===== config.mk =====
export PLATFORM = sky130hd
export DESIGN_NAME = alu_serial_ctrl
export DESIGN_NICKNAME = d
export VERILOG_FILES = /design/src/rtl/alu_serial_pkg.sv /design/src/rtl/alu_serial_ctrl_slice.sv /design/src/rtl/alu_serial_ctrl.sv
export SDC_FILE = /design/constraint.sdc
export NUM_CORES = 1
export LEC_CHECK = 0
export CORE_UTILIZATION = 31
export DETAILED_ROUTE_END_ITERATION = 10
export SETUP_SLACK_MARGIN = 0.05
export SYNTH_ARGS = -nofsm -noshare
export SYNTH_HDL_FRONTEND = slang
export SYNTH_SLANG_ARGS = --single-unit
export TNS_END_PERCENT = 1

===== constraint.sdc =====
create_clock -name clk -period 1.8 [get_ports clk]
set_input_delay 0.36 -clock clk [delete_from_list [all_inputs] [get_ports clk]]
set_output_delay 0.36 -clock clk [all_outputs]
set_load 0.02 [all_outputs]

===== src/rtl/alu_serial_pkg.sv =====
// alu_serial_pkg: opcodes and FSM states shared by the bit-serial ALU
package alu_serial_pkg;
  localparam logic [2:0] OP_NOT = 3'b000;
  localparam logic [2:0] OP_AND = 3'b001;
  localparam logic [2:0] OP_XOR = 3'b010;
  localparam logic [2:0] OP_ADD = 3'b011;
  localparam logic [2:0] OP_SUB = 3'b100;
  typedef enum logic [1:0] {IDLE = 2'd0, RUN = 2'd1, DONE = 2'd2} state_t;
endpackage


===== src/rtl/alu_serial_ctrl_slice.sv =====
// alu_bit_slice: combinational 1-bit ALU slice; carry is only produced for ADD/SUB
module alu_bit_slice
  import alu_serial_pkg::*;
(
  input  logic       a,
  input  logic       b,
  input  logic       cin,
  input  logic [2:0] opcode,
  output logic       r,
  output logic       cout
);
  logic arith;
  always_comb begin
    arith = (opcode == OP_ADD) || (opcode == OP_SUB);
    r = opcode == OP_NOT ? ~a :
        opcode == OP_AND ? a & b :
        opcode == OP_XOR ? a ^ b :
        arith            ? a ^ b ^ cin : 1'b0;
    cout = arith & ((a & b) | (cin & (a ^ b)));
  end
endmodule


===== src/rtl/alu_serial_ctrl.sv =====
// alu_serial_ctrl: bit-serial WIDTH-bit ALU, LSB first, one bit per clock
// Define ALU_SERIAL_FLAGS_EN to add the zero and overflow outputs.
module alu_serial_ctrl
  import alu_serial_pkg::*;
#(
  parameter int WIDTH = 8
) (
  input  logic             clk,
  input  logic             rst,
  input  logic             start,
  input  logic [2:0]       opcode,
  input  logic [WIDTH-1:0] a,
  input  logic [WIDTH-1:0] b,
  output logic             busy,
  output logic             done,
  output logic [WIDTH-1:0] result,
  output logic             carry_out
`ifdef ALU_SERIAL_FLAGS_EN
  ,
  output logic             zero,
  output logic             overflow
`endif
);
  localparam int CW = $clog2(WIDTH);
  localparam logic [CW-1:0] LAST = CW'(WIDTH - 1);
  state_t           state_q, state_d;
  logic [CW-1:0]    cnt_q, cnt_d;
  logic [WIDTH-1:0] a_q, a_d, b_q, b_d, result_q, result_d, shifted;
  logic [2:0]       op_q, op_d;
  logic             carry_q, carry_d, s_r, s_c;
`ifdef ALU_SERIAL_FLAGS_EN
  logic             zero_q, zero_d, overflow_q, overflow_d;
  assign zero     = zero_q;
  assign overflow = overflow_q;
`endif
  alu_bit_slice u_slice (
    .a      (a_q[0]),
    .b      (b_q[0]),
    .cin    (carry_q),
    .opcode (op_q),
    .r      (s_r),
    .cout   (s_c)
  );
  assign shifted   = {s_r, result_q[WIDTH-1:1]};
  assign busy      = state_q != IDLE;
  assign done      = state_q == DONE;
  assign result    = result_q;
  assign carry_out = carry_q;
  // b is stored pre-inverted for SUB so the slice always just adds
  always_comb begin
    state_d  = state_q;
    cnt_d    = cnt_q;
    a_d      = a_q;
    b_d      = b_q;
    op_d     = op_q;
    carry_d  = carry_q;
    result_d = result_q;
`ifdef ALU_SERIAL_FLAGS_EN
    zero_d     = zero_q;
    overflow_d = overflow_q;
`endif
    case (state_q)
      IDLE: if (start) begin
        state_d  = RUN;
        cnt_d    = '0;
        a_d      = a;
        b_d      = opcode == OP_SUB ? ~b : b;
        op_d     = opcode;
        carry_d  = opcode == OP_SUB;
        result_d = '0;
`ifdef ALU_SERIAL_FLAGS_EN
        zero_d     = 1'b0;
        overflow_d = 1'b0;
`endif
      end
      RUN: begin
        state_d  = cnt_q == LAST ? DONE : RUN;
        cnt_d    = cnt_q + CW'(1);
        a_d      = a_q >> 1;
        b_d      = b_q >> 1;
        carry_d  = s_c;
        result_d = shifted;
`ifdef ALU_SERIAL_FLAGS_EN
        // on the MSB cycle carry_q is the carry into the MSB
        if (cnt_q == LAST) begin
          zero_d     = shifted == '0;
          overflow_d = (op_q == OP_ADD || op_q == OP_SUB) ? carry_q ^ s_c : 1'b0;
        end
`endif
      end
      default: state_d = IDLE;
    endcase
  end
  always_ff @(posedge clk) begin
    if (rst) begin
      state_q  <= IDLE;
      cnt_q    <= '0;
      a_q      <= '0;
      b_q      <= '0;
      op_q     <= '0;
      carry_q  <= 1'b0;
      result_q <= '0;
`ifdef ALU_SERIAL_FLAGS_EN
      zero_q     <= 1'b0;
      overflow_q <= 1'b0;
`endif
    end else begin
      state_q  <= state_d;
      cnt_q    <= cnt_d;
      a_q      <= a_d;
      b_q      <= b_d;
      op_q     <= op_d;
      carry_q  <= carry_d;
      result_q <= result_d;
`ifdef ALU_SERIAL_FLAGS_EN
      zero_q     <= zero_d;
      overflow_q <= overflow_d;
`endif
    end
  end
endmodule


==> summary.txt <==
Outcome
  – Status: complete, no violations

Route
  – Average vias per placed instance: 4.56
  – DRC viols: 0
  – Routed wire length: 3160 microns
  – Routed wire length per instance: 11.2 microns
  – Drt pass-1 iters: 6
  – Vias: 1282
  – DRT iter0 DRCs: 81
  – Routed Antenna Nets: 0

STA
  – Final period util: 0.916
  – Final hold violation count: 0
  – Setup WS post-layout: ~0.15 ns
  – Setup Viol. Count Final: 0
  – Fin Clk Skew: about 0.0034 ns
  – Slew headroom: 0.847
  – Worst-margin pin slew: 0.229 ns
  – RSZ-0062 raised after global routing: false
  – Setup TNS: 0 ns
  – Max-slew violations: 0
  – Minimum clock period: 1.65 ns
  – F_max: 0.607 GHz

Critical path
  – CP endpoint: result[7]$_SDFFE_PP0P_
  – Worst reg2reg endpoint: result[7]$_SDFFE_PP0P_
  – CP startpoint kind: flip-flop
  – Worst R2R Setup Slack: roughly 0.15 ns
  – Arr. time, crit path: 1.82 ns
  – Crit path max-delay family: adder cells
  – Critical path class: flip-flop to flip-flop
  – Worst Setup End Kind: flip-flop
  – R2R Path Start: a_q[0]$_SDFFE_PP0P_
  – Required time of the worst setup path: 1.97 ns
  – FF-to-FF path depth: 6
  – Slowest cell on crit path: fa_1
  – Crit-path max FO: 2
  – WP buf/inv: 1
  – Cells along the critical path: inv_1, fa_1, nor2_1, a32o_1, o31ai_1, a21oi_1
  – Critical Path Start: a_q[0]$_SDFFE_PP0P_
  – CP peak stage delay: 0.57 ns
  – Stages on worst setup path: 6

Clock network
  – Clock Tree Buf Depth: 2
  – H-tree Lvls: 2
  – CTS tree: built
  – Clock-pin slew on the worst setup and hold paths: ~0.06 ns
  – CTS sink count: 33
  – CTS Root Cell: clkbuf_8
  – Clk_lat worst skew: approximately 0.28 ns
  – TritonCTS Buffers: 5

Yosys
  – Post-synth top flop: dfxtp_1
  – Post-Syn Nets: 203
  – Post-Synthesis Cell Area: 1540 sq um
  – Synth warnings: 0
  – Mapped Avg Cell Area: 8.69 sq um
  – Synth cell types: 34
  – Post-Syn Instances: around 180
  – Post-synthesis sequential area ratio: 0.430
  – Ys async rst share: 0
  – Yosys reg bits: 33
  – EDFF count, synth: 0

Placement
  – IO buf count: 32
  – Setup WS pre-CTS: roughly 0.024 ns
  – Post-DP HPWL: ~2100 microns
  – Placer Congestion: 0.712

Die
  – Die area: 5250 sq um
  – Number of I/O pins: 33
  – Core ar.: around 4800 sq um
  – Die W: 72.4 microns
  – Row count: 25
  – Starting Density: 0.323
  – Die height: around 72 microns

Finish
  – Syn-to-layout area delta: 33.7%
  – N_diodes: 0
  – Share of cells above drive strength 1: 0.107
  – Final-stage net count: ~240
  – Commonest cells after routing, fill and taps aside: nor2_1, dfxtp_1, clkdlybuf4s50_1, nand2_1
  – Commonest non-fill, non-tap cell in the layout: nor2_1

GRT
  – Initial antenna violation count: 0
  – Overflow after GRT: 0
  – Largest net degree at the start of global routing: 34
  – Total track usage: 0.136
  – First-pass GRT wire length: approximately 5500 microns
  – Vias in the first global route: approximately 1200

Pwr
  – VDD IR-drop max: 0.439 mV
  – PwrDens: between 700 and 800 nW/um^2
  – Lkg Pwr: between 0.8 and 0.9 nW

Worst hold path
  – Worst hold path class: flip-flop to flip-flop

Flow run
  – Max Cap Viol: 0
==> per-stage QoR <==
step           instances  total power, mW   util  hold slack [ns]  cell area (sq um)
2_1_floorplan        177            0.994      -            0.437               1540
3_3_place_gp         272             1.11  0.414            0.447               1970
3_5_place_dp         272             1.11  0.414            0.454               1970
4_1_cts              280             1.63  0.430            0.464               2050
5_1_grt              281             1.71  0.432            0.485               2060
6_report             281             1.61  0.432            0.461               2060
==> flip-flops by register name (all words and copies together), names as in the netlist <==
| signal | cells |
|---|---|
| state_q | 2 |
| carry_out | 1 |
| b_q | 8 |
| op_q | 3 |
| a_q | 8 |
| result | 8 |
| cnt_q | 3 |
==> synthesized netlist by cell type (2+ instances only) <==
cell type | number | area share
a211o_1 | 7 | 0.040
a211oi_1 | 2 | 0.0098
a21oi_1 | 9 | 0.029
a22oi_1 | 9 | 0.044
a311oi_1 | 7 | 0.040
buf_2 | 4 | 0.013
buf_4 | 2 | 0.0098
buf_6 | 3 | 0.022
clkbuf_1 | 5 | 0.012
dfxtp_1 | 33 | 0.43
ha_1 | 3 | 0.024
inv_1 | 5 | 0.012
mux2i_1 | 3 | 0.020
nand2_1 | 23 | 0.056
nor2_1 | 34 | 0.083
nor2b_1 | 2 | 0.0081
nor3_1 | 2 | 0.0065
xnor2_1 | 8 | 0.046
==> where the power goes <==
part           total [mW]  internal, mW  switching (mW)
combinational       0.293         0.158           0.135
clock               0.519         0.274           0.245
sequential          0.803         0.775          0.0281
==> how the worst min path moves through the flow <==
stage                     depth (start not counted)  slack, ns             endpoint                 from
after CTS                                         2       0.46  b_q[5]$_SDFFE_PP0P_  b_q[5]$_SDFFE_PP0P_
after floorplan                                   2       0.44  b_q[1]$_SDFFE_PP0P_  b_q[1]$_SDFFE_PP0P_
after global routing                              2       0.49  b_q[5]$_SDFFE_PP0P_  b_q[5]$_SDFFE_PP0P_
after global placement                            2       0.45  b_q[5]$_SDFFE_PP0P_  b_q[5]$_SDFFE_PP0P_
final                                             2       0.46  b_q[5]$_SDFFE_PP0P_  b_q[5]$_SDFFE_PP0P_
after detailed placement                          2       0.45  b_q[5]$_SDFFE_PP0P_  b_q[5]$_SDFFE_PP0P_
==> tightest hold or removal path: cells and delay by family, from the launching register on <==
kind	cells	cell delay, ns
and+or+nand+nor	1	0.05
AOI/OAI and AO/OA	1	0.05
DFF	1	0.31
==> kinds of logic (layout without fill, tap and decap cells) <==
family / after synthesis / count (layout) / synth area share
and+or+nand+nor: 69 / 69 / 0.194
AOI/OAI and AO/OA: 41 / 41 / 0.205
DFF: 33 / 33 / 0.430
buffers and inverters: 19 / 56 / 0.0692
xor gates and xnor gates: 8 / 8 / 0.0456
adders and majority gates: 4 / 4 / 0.0374
muxes: 3 / 3 / 0.0195
==> routing by layer <==
layer / global-route usage / up-vias / share of wire
met2: 0.200 / 34 / 0.42
met4: 0.0719 / 0 / 0.022
met1: 0.182 / 560 / 0.49
met5: 0 / - / 0
met3: 0.0375 / 7 / 0.067
li1: - / 681 / -
==> cell type report <==
| class | instances | area, sq um |
|---|---|---|
| inverters | 5 | 18.8 |
| multi-input cells | 125 | 771 |
| repair buffers | 43 | 438 |
| fillers | 504 | 2700 |
| clock buffers | 8 | 80.1 |
| well taps | 67 | 83.8 |
| flip-flops and latches | 33 | 664 |
==> timing repair <==
item / CTS / global route
hold buffers: 0 / 0
endpoints found under the setup margin: 2 / 1
pin swaps: 0 / 3
buffers inserted: 0 / 1
gates resized for setup: 2 / 2
(Power assumes the default switching activity.)
